`src/rtl/riscv_pkg.sv`:
```
// Shared encodings for the multi-cycle RV32I core: opcodes, FSM states,
// datapath mux selects and branch funct3 values.
package riscv_pkg;

  localparam logic [6:0] OP_R      = 7'b0110011;
  localparam logic [6:0] OP_I      = 7'b0010011;
  localparam logic [6:0] OP_LOAD   = 7'b0000011;
  localparam logic [6:0] OP_STORE  = 7'b0100011;
  localparam logic [6:0] OP_BRANCH = 7'b1100011;
  localparam logic [6:0] OP_LUI    = 7'b0110111;
  localparam logic [6:0] OP_AUIPC  = 7'b0010111;
  localparam logic [6:0] OP_J_JAL  = 7'b1101111;
  localparam logic [6:0] OP_JALR   = 7'b1100111;

  typedef enum logic [2:0] {
    ST_BOOT   = 3'd0,
    ST_FETCH  = 3'd1,
    ST_DECODE = 3'd2,
    ST_EXEC   = 3'd3,
    ST_MEM    = 3'd4,
    ST_WB     = 3'd5,
    ST_TRAP   = 3'd6
  } state_t;

  typedef enum logic [1:0] {
    PC_PLUS4 = 2'b00,
    PC_IMM   = 2'b01,
    PC_ALU   = 2'b10
  } pc_sel_t;

  typedef enum logic [1:0] {
    A_RS1  = 2'b00,
    A_PC   = 2'b01,
    A_ZERO = 2'b10
  } alu_a_sel_t;

  typedef enum logic [1:0] {
    B_RS2 = 2'b00,
    B_IMM = 2'b01
  } alu_b_sel_t;

  typedef enum logic [1:0] {
    WB_ALU = 2'b00,
    WB_MEM = 2'b01,
    WB_PC4 = 2'b10
  } wb_sel_t;

  localparam logic [2:0] F3_BEQ  = 3'b000;
  localparam logic [2:0] F3_BNE  = 3'b001;
  localparam logic [2:0] F3_BLT  = 3'b100;
  localparam logic [2:0] F3_BGE  = 3'b101;
  localparam logic [2:0] F3_BLTU = 3'b110;
  localparam logic [2:0] F3_BGEU = 3'b111;

  function automatic logic is_legal_op(input logic [6:0] op);
    logic ok;
    case (op)
      OP_R, OP_I, OP_LOAD, OP_STORE, OP_BRANCH,
      OP_LUI, OP_AUIPC, OP_J_JAL, OP_JALR: ok = 1'b1;
      default:                             ok = 1'b0;
    endcase
    return ok;
  endfunction

endpackage

```
`src/rtl/br_cond.sv`:
```
// Branch condition evaluation from ALU compare flags; flags funct3 values
// that are not RV32I branches.
module br_cond
  import riscv_pkg::*;
(
  input  logic [2:0] funct3,
  input  logic       alu_zero,
  input  logic       alu_lt,
  input  logic       alu_ltu,
  output logic       taken,
  output logic       bad_f3
);

  always_comb begin
    taken  = 1'b0;
    bad_f3 = 1'b0;
    case (funct3)
      F3_BEQ:  taken = alu_zero;
      F3_BNE:  taken = !alu_zero;
      F3_BLT:  taken = alu_lt;
      F3_BGE:  taken = !alu_lt;
      F3_BLTU: taken = alu_ltu;
      F3_BGEU: taken = !alu_ltu;
      default: bad_f3 = 1'b1;
    endcase
  end

endmodule

```
`src/rtl/multicycle_ctrl.sv`:
```
// Main sequencing FSM of the multi-cycle RV32I core: fetch/decode/exec/mem/wb
// strobes, memory handshake with watchdog, branch resolution, retire counter.
module multicycle_ctrl
  import riscv_pkg::*;
#(
  parameter int TO_W        = 8,
  parameter int MEM_TIMEOUT = 200,
  parameter int CNT_W       = 32
) (
  input  logic             clk,
  input  logic             rst,
  input  logic [6:0]       opcode,
  input  logic [2:0]       funct3,
  input  logic             alu_zero,
  input  logic             alu_lt,
  input  logic             alu_ltu,
  input  logic             mem_ready,
  output logic             mem_req,
  output logic             mem_we,
  output logic             mem_addr_sel,
  output logic             ir_we,
  output logic             rf_we,
  output logic             pc_we,
  output logic [1:0]       pc_sel,
  output logic [1:0]       alu_a_sel,
  output logic [1:0]       alu_b_sel,
  output logic [1:0]       wb_sel,
  output logic [2:0]       state,
  output logic             illegal,
  output logic             bus_err,
  output logic [CNT_W-1:0] instret
);

  localparam logic [TO_W-1:0] WD_LIMIT = TO_W'(MEM_TIMEOUT);

  state_t          cur, nxt;
  logic [TO_W-1:0] wd;
  logic            taken, bad_f3;
  logic            set_illegal, set_bus_err, retire;
  logic            in_wait, timeout;
  logic            is_store;
  alu_a_sel_t      op_a;
  alu_b_sel_t      op_b;

  br_cond u_br_cond (
    .funct3   (funct3),
    .alu_zero (alu_zero),
    .alu_lt   (alu_lt),
    .alu_ltu  (alu_ltu),
    .taken    (taken),
    .bad_f3   (bad_f3)
  );

  assign state    = cur;
  assign is_store = (opcode == OP_STORE);
  assign in_wait  = ((cur == ST_FETCH) || (cur == ST_MEM)) && !mem_ready;
  // A ready arriving on the limit cycle completes normally; only a miss traps.
  assign timeout  = in_wait && (wd == WD_LIMIT);

  // Operand selects are driven through EXEC, MEM and WB so the ALU result
  // stays valid for the memory address and the JALR/AUIPC/LUI writeback.
  always_comb begin
    op_a = A_RS1;
    op_b = B_RS2;
    case (opcode)
      OP_I, OP_LOAD, OP_STORE, OP_JALR: op_b = B_IMM;
      OP_AUIPC: begin
        op_a = A_PC;
        op_b = B_IMM;
      end
      OP_LUI: begin
        op_a = A_ZERO;
        op_b = B_IMM;
      end
      default: ;
    endcase
  end

  always_comb begin
    nxt          = cur;
    mem_req      = 1'b0;
    mem_we       = 1'b0;
    mem_addr_sel = 1'b0;
    ir_we        = 1'b0;
    rf_we        = 1'b0;
    pc_we        = 1'b0;
    pc_sel       = PC_PLUS4;
    alu_a_sel    = A_RS1;
    alu_b_sel    = B_RS2;
    wb_sel       = WB_ALU;
    set_illegal  = 1'b0;
    set_bus_err  = 1'b0;
    retire       = 1'b0;
    case (cur)
      ST_BOOT: nxt = ST_FETCH;
      ST_FETCH: begin
        if (timeout) begin
          set_bus_err = 1'b1;
          nxt         = ST_TRAP;
        end else begin
          mem_req = 1'b1;
          if (mem_ready) begin
            ir_we = 1'b1;
            nxt   = ST_DECODE;
          end
        end
      end
      ST_DECODE: begin
        if (is_legal_op(opcode)) begin
          nxt = ST_EXEC;
        end else begin
          set_illegal = 1'b1;
          nxt         = ST_TRAP;
        end
      end
      ST_EXEC: begin
        alu_a_sel = op_a;
        alu_b_sel = op_b;
        case (opcode)
          OP_LOAD, OP_STORE: nxt = ST_MEM;
          OP_BRANCH: begin
            if (bad_f3) begin
              set_illegal = 1'b1;
              nxt         = ST_TRAP;
            end else begin
              pc_we  = 1'b1;
              pc_sel = taken ? PC_IMM : PC_PLUS4;
              retire = 1'b1;
              nxt    = ST_FETCH;
            end
          end
          default: nxt = ST_WB;
        endcase
      end
      ST_MEM: begin
        alu_a_sel    = op_a;
        alu_b_sel    = op_b;
        mem_addr_sel = 1'b1;
        if (timeout) begin
          set_bus_err = 1'b1;
          nxt         = ST_TRAP;
        end else begin
          mem_req = 1'b1;
          mem_we  = is_store;
          if (mem_ready) begin
            if (is_store) begin
              pc_we  = 1'b1;
              retire = 1'b1;
              nxt    = ST_FETCH;
            end else begin
              nxt = ST_WB;
            end
          end
        end
      end
      ST_WB: begin
        alu_a_sel = op_a;
        alu_b_sel = op_b;
        rf_we     = 1'b1;
        pc_we     = 1'b1;
        retire    = 1'b1;
        nxt       = ST_FETCH;
        case (opcode)
          OP_LOAD:  wb_sel = WB_MEM;
          OP_J_JAL: begin
            wb_sel = WB_PC4;
            pc_sel = PC_IMM;
          end
          OP_JALR: begin
            wb_sel = WB_PC4;
            pc_sel = PC_ALU;
          end
          default: ;
        endcase
      end
      ST_TRAP: nxt = ST_TRAP;
      default: nxt = ST_BOOT;
    endcase
  end

  always_ff @(posedge clk or posedge rst) begin
    if (rst) begin
      cur     <= ST_BOOT;
      wd      <= '0;
      illegal <= 1'b0;
      bus_err <= 1'b0;
      instret <= '0;
    end else begin
      cur <= nxt;
      if (nxt != cur)   wd <= '0;
      else if (in_wait) wd <= wd + TO_W'(1);
      else              wd <= '0;
      if (set_illegal) illegal <= 1'b1;
      if (set_bus_err) bus_err <= 1'b1;
      if (retire)      instret <= instret + CNT_W'(1);
    end
  end

endmodule

```
`config.mk`:
```
export PLATFORM = sky130hd
export DESIGN_NAME = multicycle_ctrl
export DESIGN_NICKNAME = d
export VERILOG_FILES = /design/src/rtl/riscv_pkg.sv /design/src/rtl/br_cond.sv /design/src/rtl/multicycle_ctrl.sv
export SDC_FILE = /design/constraint.sdc
export NUM_CORES = 1
export LEC_CHECK = 0
export CORE_UTILIZATION = 44
export DETAILED_ROUTE_END_ITERATION = 10
export PLACE_DENSITY = 0.77
export SKIP_LAST_GASP = 1
export SLEW_MARGIN = 20
export SYNTH_ARGS = -nofsm -noshare
export SYNTH_HDL_FRONTEND = slang
export SYNTH_HIERARCHICAL = 1
export SYNTH_SLANG_ARGS = --single-unit
```
`constraint.sdc`:
```
create_clock -name clk -period 1.6 [get_ports clk]
set_input_delay 0.32 -clock clk [delete_from_list [all_inputs] [get_ports clk]]
set_output_delay 0.32 -clock clk [all_outputs]
set_load 0.1 [all_outputs]
```
==> flow_metrics.py, run 1 <==
metrics = {
    "floorplan": {
        "die-width_um": 79.5,
        "initial_cell_density_of_the_core_pct": 46.8,
        "number_of_i_o_pins": 67,
        "die_y_um": 79.5,
        "rows": 27,
    },
    "status": {
        "failed_stage": "global routing",
        "error_message": "[ERROR DPL-0033] detailed placement checks failed during check placement.",
        "status": "aborted with a tool error",
    },
    "sta": {
        "grt_repair_worst_endpoint": "pc_we",
        "kind_of_endpoint_with_the_least_setup_slack": "primary output",
    },
    "synth": {
        "yosys_register_bits": 45,
        "synth-edff-count": 0,
        "post_synthesis_cell_area_mm2": 0.00264,
        "synth-main-ff-cell": "dfrtp_1",
        "synthArstFlopShare_pct": 100,
        "net_count_after_synthesis": 273,
        "synthesis.instances": 254,
        "post_synth_num_cell_types": 56,
        "yosysWarnings": 6,
        "seq_area_frac_synth_pct": 42.6,
        "syn-mean-instance-area_um2": 10.4,
    },
    "clocking": {
        "num_cts_buffers": 5,
        "deepest_clock_path_buffer_count": 2,
        "ctsHoldBuffers": 0,
        "clockRootBuffer": "clkbuf_8",
        "cts.htree.levels": 2,
        "clock_sinks": 45,
    },
    "place": {
        "final_weighted_congestion_of_routability_driven_global_placement": 0.891,
        "hpwlAfterDp_um": 6450,
        "buffer_ports.inserted": 65,
        "placement.cell_area_mm2": 0.00471,
    },
    "global_routing": {
        "antenna_found_initial": 0,
        "pin_count_of_the_biggest_net_entering_global_routing": 33,
    },
}
synthesized netlist by cell type, types with 2 or more instances:
cell type  count  share of area [%]
and4_1         3               0.99
nor4_1         4               0.95
clkbuf_1       2               0.28
a211oi_1       2               0.57
ha_1           3                1.4
and2_1         5                1.2
a21oi_1        2               0.38
o211ai_2       3                1.4
nand3_1       23                4.4
nor4_4         2                1.6
inv_1          8                1.1
o211ai_1       4                1.1
o21ai_1        7                1.3
xnor2_1       33                 11
nor2b_1        3               0.71
a22o_1         2               0.66
nand2_1       11                1.6
dfrtp_1       45                 43
buf_4          2               0.57
buf_2          3               0.57
nor3b_1        2               0.57
a31oi_1        2               0.47
buf_6          2               0.85
and3_1         6                1.4
o2111ai_1      2               0.66
nor2_1        14                2.0
nor3_1         7                1.3
nand2b_1       8                1.9
or2_2          2               0.47
nand4_1       11                2.6
xor2_1         6                2.0
per-stage QoR:
stage | util (%) | setup slack, ns | setup TNS [ns] | std cells
3_3_place_gp | 83.5 | -0.674 | -27.09 | 468
3_5_place_dp | 83.5 | -0.778 | -30.18 | 468
2_1_floorplan | - | -1.36 | -27.08 | 254
4_1_cts | 93.9 | -0.562 | -20.51 | 493
timing repair:
action                     4_1_cts
setup endpoints to repair       56
pin swaps                       38
setup buffers                   21
cloned                           2
gates resized for setup         77
cells by family after synthesis:
family | count (synthesis) | synth area share, %
DFF | 45 | 42.6
and+or+nand+nor | 109 | 25.6
xor gates and xnor gates | 39 | 12.9
muxes | 2 | 0.805
AOI/OAI and AO/OA | 37 | 12.5
adders and majority gates | 3 | 1.42
buffers and inverters | 18 | 3.98
other | 1 | 0.142
==> inputs of run 2 (changes only) <==
CORE_UTILIZATION = 40   (was 44)
PLACE_DENSITY = default   (was 0.77)
PLACE_DENSITY_LB_ADDON = 0.15   (was default)
clock period = 2.1 ns   (was 1.6 ns; I/O delays follow)
==> run 2 against run 1 <==
The flow now finishes, with violations (setup timing). Synthesized cell count unchanged. Synthesized area did not move.
==> flow_metrics.py, run 2 <==
metrics = {
    "critical_path": {
        "timing.reg2reg.worst_path_depth": 10,
        "last_element_of_the_critical_path": "alu_a_sel[1]",
        "critical_path.max_fanout": 2,
        "reg2reg_from": "state[2]",
        "crit_start": "state[2]",
        "crit_required_ns": 1.68,
        "reg2reg_to": "instret[6]",
        "worst-r2r-setup-slack_ns": 0.13,
        "worst_setup_path_start_kind": "flip-flop",
        "endpoint_kind": "primary output",
        "cp.arrival_ns": 1.85,
        "timing.setup.critical_path_class": "reg -> out",
    },
    "cells_and_area": {
        "final_area_mm2": 0.00417,
        "largest_register_ffs": 32,
        "final_layout_size_suffix_gt1_share_pct": 47.0,
        "largest_register": "instret",
        "area_growth_pct": 57.9,
        "mostFrequentLayoutCell": "buf_4",
        "stdcell_count": 439,
        "antenna-diode-count": 0,
        "most-common-layout-cells": "buf_4 (68), xnor2_1 (33), dfrtp_1 (22), nand3_1 (21), dfrtp_2 (21)",
        "layout.nets": 380,
    },
    "synth": {
        "yosysWarnings": 6,
        "synth_area_leaders": "dfrtp_1 (43%), xnor2_1 (11%), nand3_1 (4.4%)",
        "post_synthesis_cell_area_mm2": 0.00264,
        "yosys.area.top_type_share_pct": 42.6,
        "synthesis.instances": 254,
        "syn-mean-instance-area_um2": 10.4,
        "synthArstFlopShare_pct": 100,
        "synth-main-ff-cell": "dfrtp_1",
        "most_area_hungry_cell_type_in_the_yosys_netlist": "dfrtp_1",
        "top_post_synthesis_cells_by_count": "dfrtp_1 (45), xnor2_1 (33), nand3_1 (23)",
        "synth-edff-count": 0,
        "yosys_register_bits": 45,
        "post_synth_num_cell_types": 56,
        "seq_area_frac_synth_pct": 42.6,
        "synth.most_common_cell": "dfrtp_1",
        "net_count_after_synthesis": 273,
    },
    "clocking": {
        "clk_pin_slew_worst_paths_ns": 0.09,
        "tritoncts": "done",
        "clkLatencyLatePin_ns": 0.30,
        "ctsHoldBuffers": 0,
        "cts.htree.levels": 2,
        "deepest_clock_path_buffer_count": 2,
        "num_cts_buffers": 5,
        "clock_sinks": 45,
        "clockRootBuffer": "clkbuf_8",
    },
    "sta": {
        "tns_ns": -0.879,
        "setup_ws_ns": -0.169,
        "slew_headroom_pct": 65.2,
        "finalCriticalPeriod_ns": 2.27,
        "timing_max_transition_violations_final": 0,
        "finalSetupViolations": 10,
        "timing.final.hold_violations": 0,
        "max_freq_mhz": 441,
        "slew_at_the_pin_closest_to_its_max_slew_limit_ns": 0.518,
        "clock-skew-final_ns": 0.0128,
        "fraction_of_the_cycle_the_final_worst_path_needs_pct": 108,
        "rsz0062_at_grt": "yes",
        "fin_hold_ws_ns": 0.453,
    },
    "place": {
        "dpl.cell_count": 420,
        "final_weighted_congestion_of_routability_driven_global_placement": 0.837,
        "hpwlAfterDp_um": 4820,
        "placement.cell_area_mm2": 0.00383,
        "buffer_ports.inserted": 65,
    },
    "global_routing": {
        "via_count_of_the_first_global_routing_pass": 2303,
        "pin_count_of_the_biggest_net_entering_global_routing": 46,
        "grt_first_pass_wirelength_um": 11300,
        "grt_util_all_layers_pct": 20.1,
        "grt.overflow.total": 0,
        "antenna_found_initial": 0,
    },
    "status": {
        "status": "finished, violations left",
        "failed_checks": "setup timing",
    },
    "floorplan": {
        "rows": 29,
        "die_area_mm2": 0.00693,
        "die_y_um": 83.3,
        "core_area_mm2": 0.00635,
        "die-width_um": 83.3,
        "number_of_i_o_pins": 67,
        "initial_cell_density_of_the_core_pct": 41.6,
    },
    "hold_path": {
        "hold_path_class": "in -> async",
    },
    "pwr": {
        "power_mw": 4.18,
        "power.ir.vdd_worst_mv": 1.21,
        "powerDensity_mw_per_mm2": 1000,
        "power.static_leakage_nw": 1.78,
    },
    "drt": {
        "antenna_violating_nets_post_route": 0,
        "wire_per_inst_um": 15.4,
        "via_count": 2340,
        "detail_route.drc_violations": 0,
        "dr.first_iter.drc_count": 99,
        "detail_route.first_pass.iterations": 4,
        "avgViaCountPerCell": 5.33,
        "route.final.wire_length_um": 6770,
    },
    "flow_run": {
        "max_cap_viol_count": 0,
    },
}
[run 2: report_power, final]
group          switching (mW)  internal (mW)  leakage [nW]  total (mW)
clock network           0.301          0.358        0.0554       0.658
registers               0.141          0.987         0.569        1.13
logic                    1.55          0.841          1.15        2.39
total                    1.99           2.19          1.78        4.18
[run 2: timing repair]
item,in CTS,in global routing
setup buffers,13,3
pin swaps,12,7
resized for setup,33,12
hold endpoints to repair,0,0
endpoints found under the setup margin,14,17
gates cloned,0,1
[run 2: how the worst min path moves through the flow]
stage / from / end / depth (start not counted)
2_1_floorplan: wd[0] / wd[0] / 1
4_1_cts: rst / instret[30] / 3
3_3_place_gp: instret[31] / instret[31] / 1
5_1_grt: rst / instret[30] / 3
3_5_place_dp: instret[31] / instret[31] / 1
6_report: rst / wd[6] / 3
[run 2: logic make-up after synthesis]
group | count (synthesis) | synth area share, %
and+or+nand+nor | 109 | 25.6
DFF | 45 | 42.6
xor gates and xnor gates | 39 | 12.9
AOI/OAI and AO/OA | 37 | 12.5
buffers and inverters | 18 | 3.98
adders and majority gates | 3 | 1.42
muxes | 2 | 0.805
other | 1 | 0.142
[run 2: critical path: stages, from the launching register on]
cell and delay (ns):
dfrtp_4 0.49, nand3b_4 0.19, a211oi_4 0.29, nand3_2 0.16
buf_6 0.16, nor2_4 0.09, buf_12 0.18
[run 2: cell type report]
class                   count  area, um2
repair buffers            110       1120
multi-input cells         191       1650
clock inverters             2       38.8
inverters                   8       33.8
clock buffers               6       72.6
fillers                   494       2180
well taps                  77       96.3
flip-flops and latches     45       1160
[run 2: per-stage QoR]
stage / utilization (%) / setup WS [ns]
after floorplan: - / -0.964
after detailed placement: 60.3 / -0.405
after global routing: 65.7 / -0.242
after global placement: 60.3 / -0.352
after CTS: 64.5 / -0.166
final: 65.7 / -0.169
[run 2: metal layers]
layer	track usage (%)	routed length, um	up-vias
met4	4.86	58	0
met3	4.47	272	9
met2	33.1	3370	52
met1	26.8	3080	1156
met5	0	0	-
li1	-	-	1123
Power figures use the tool's default switching activity.
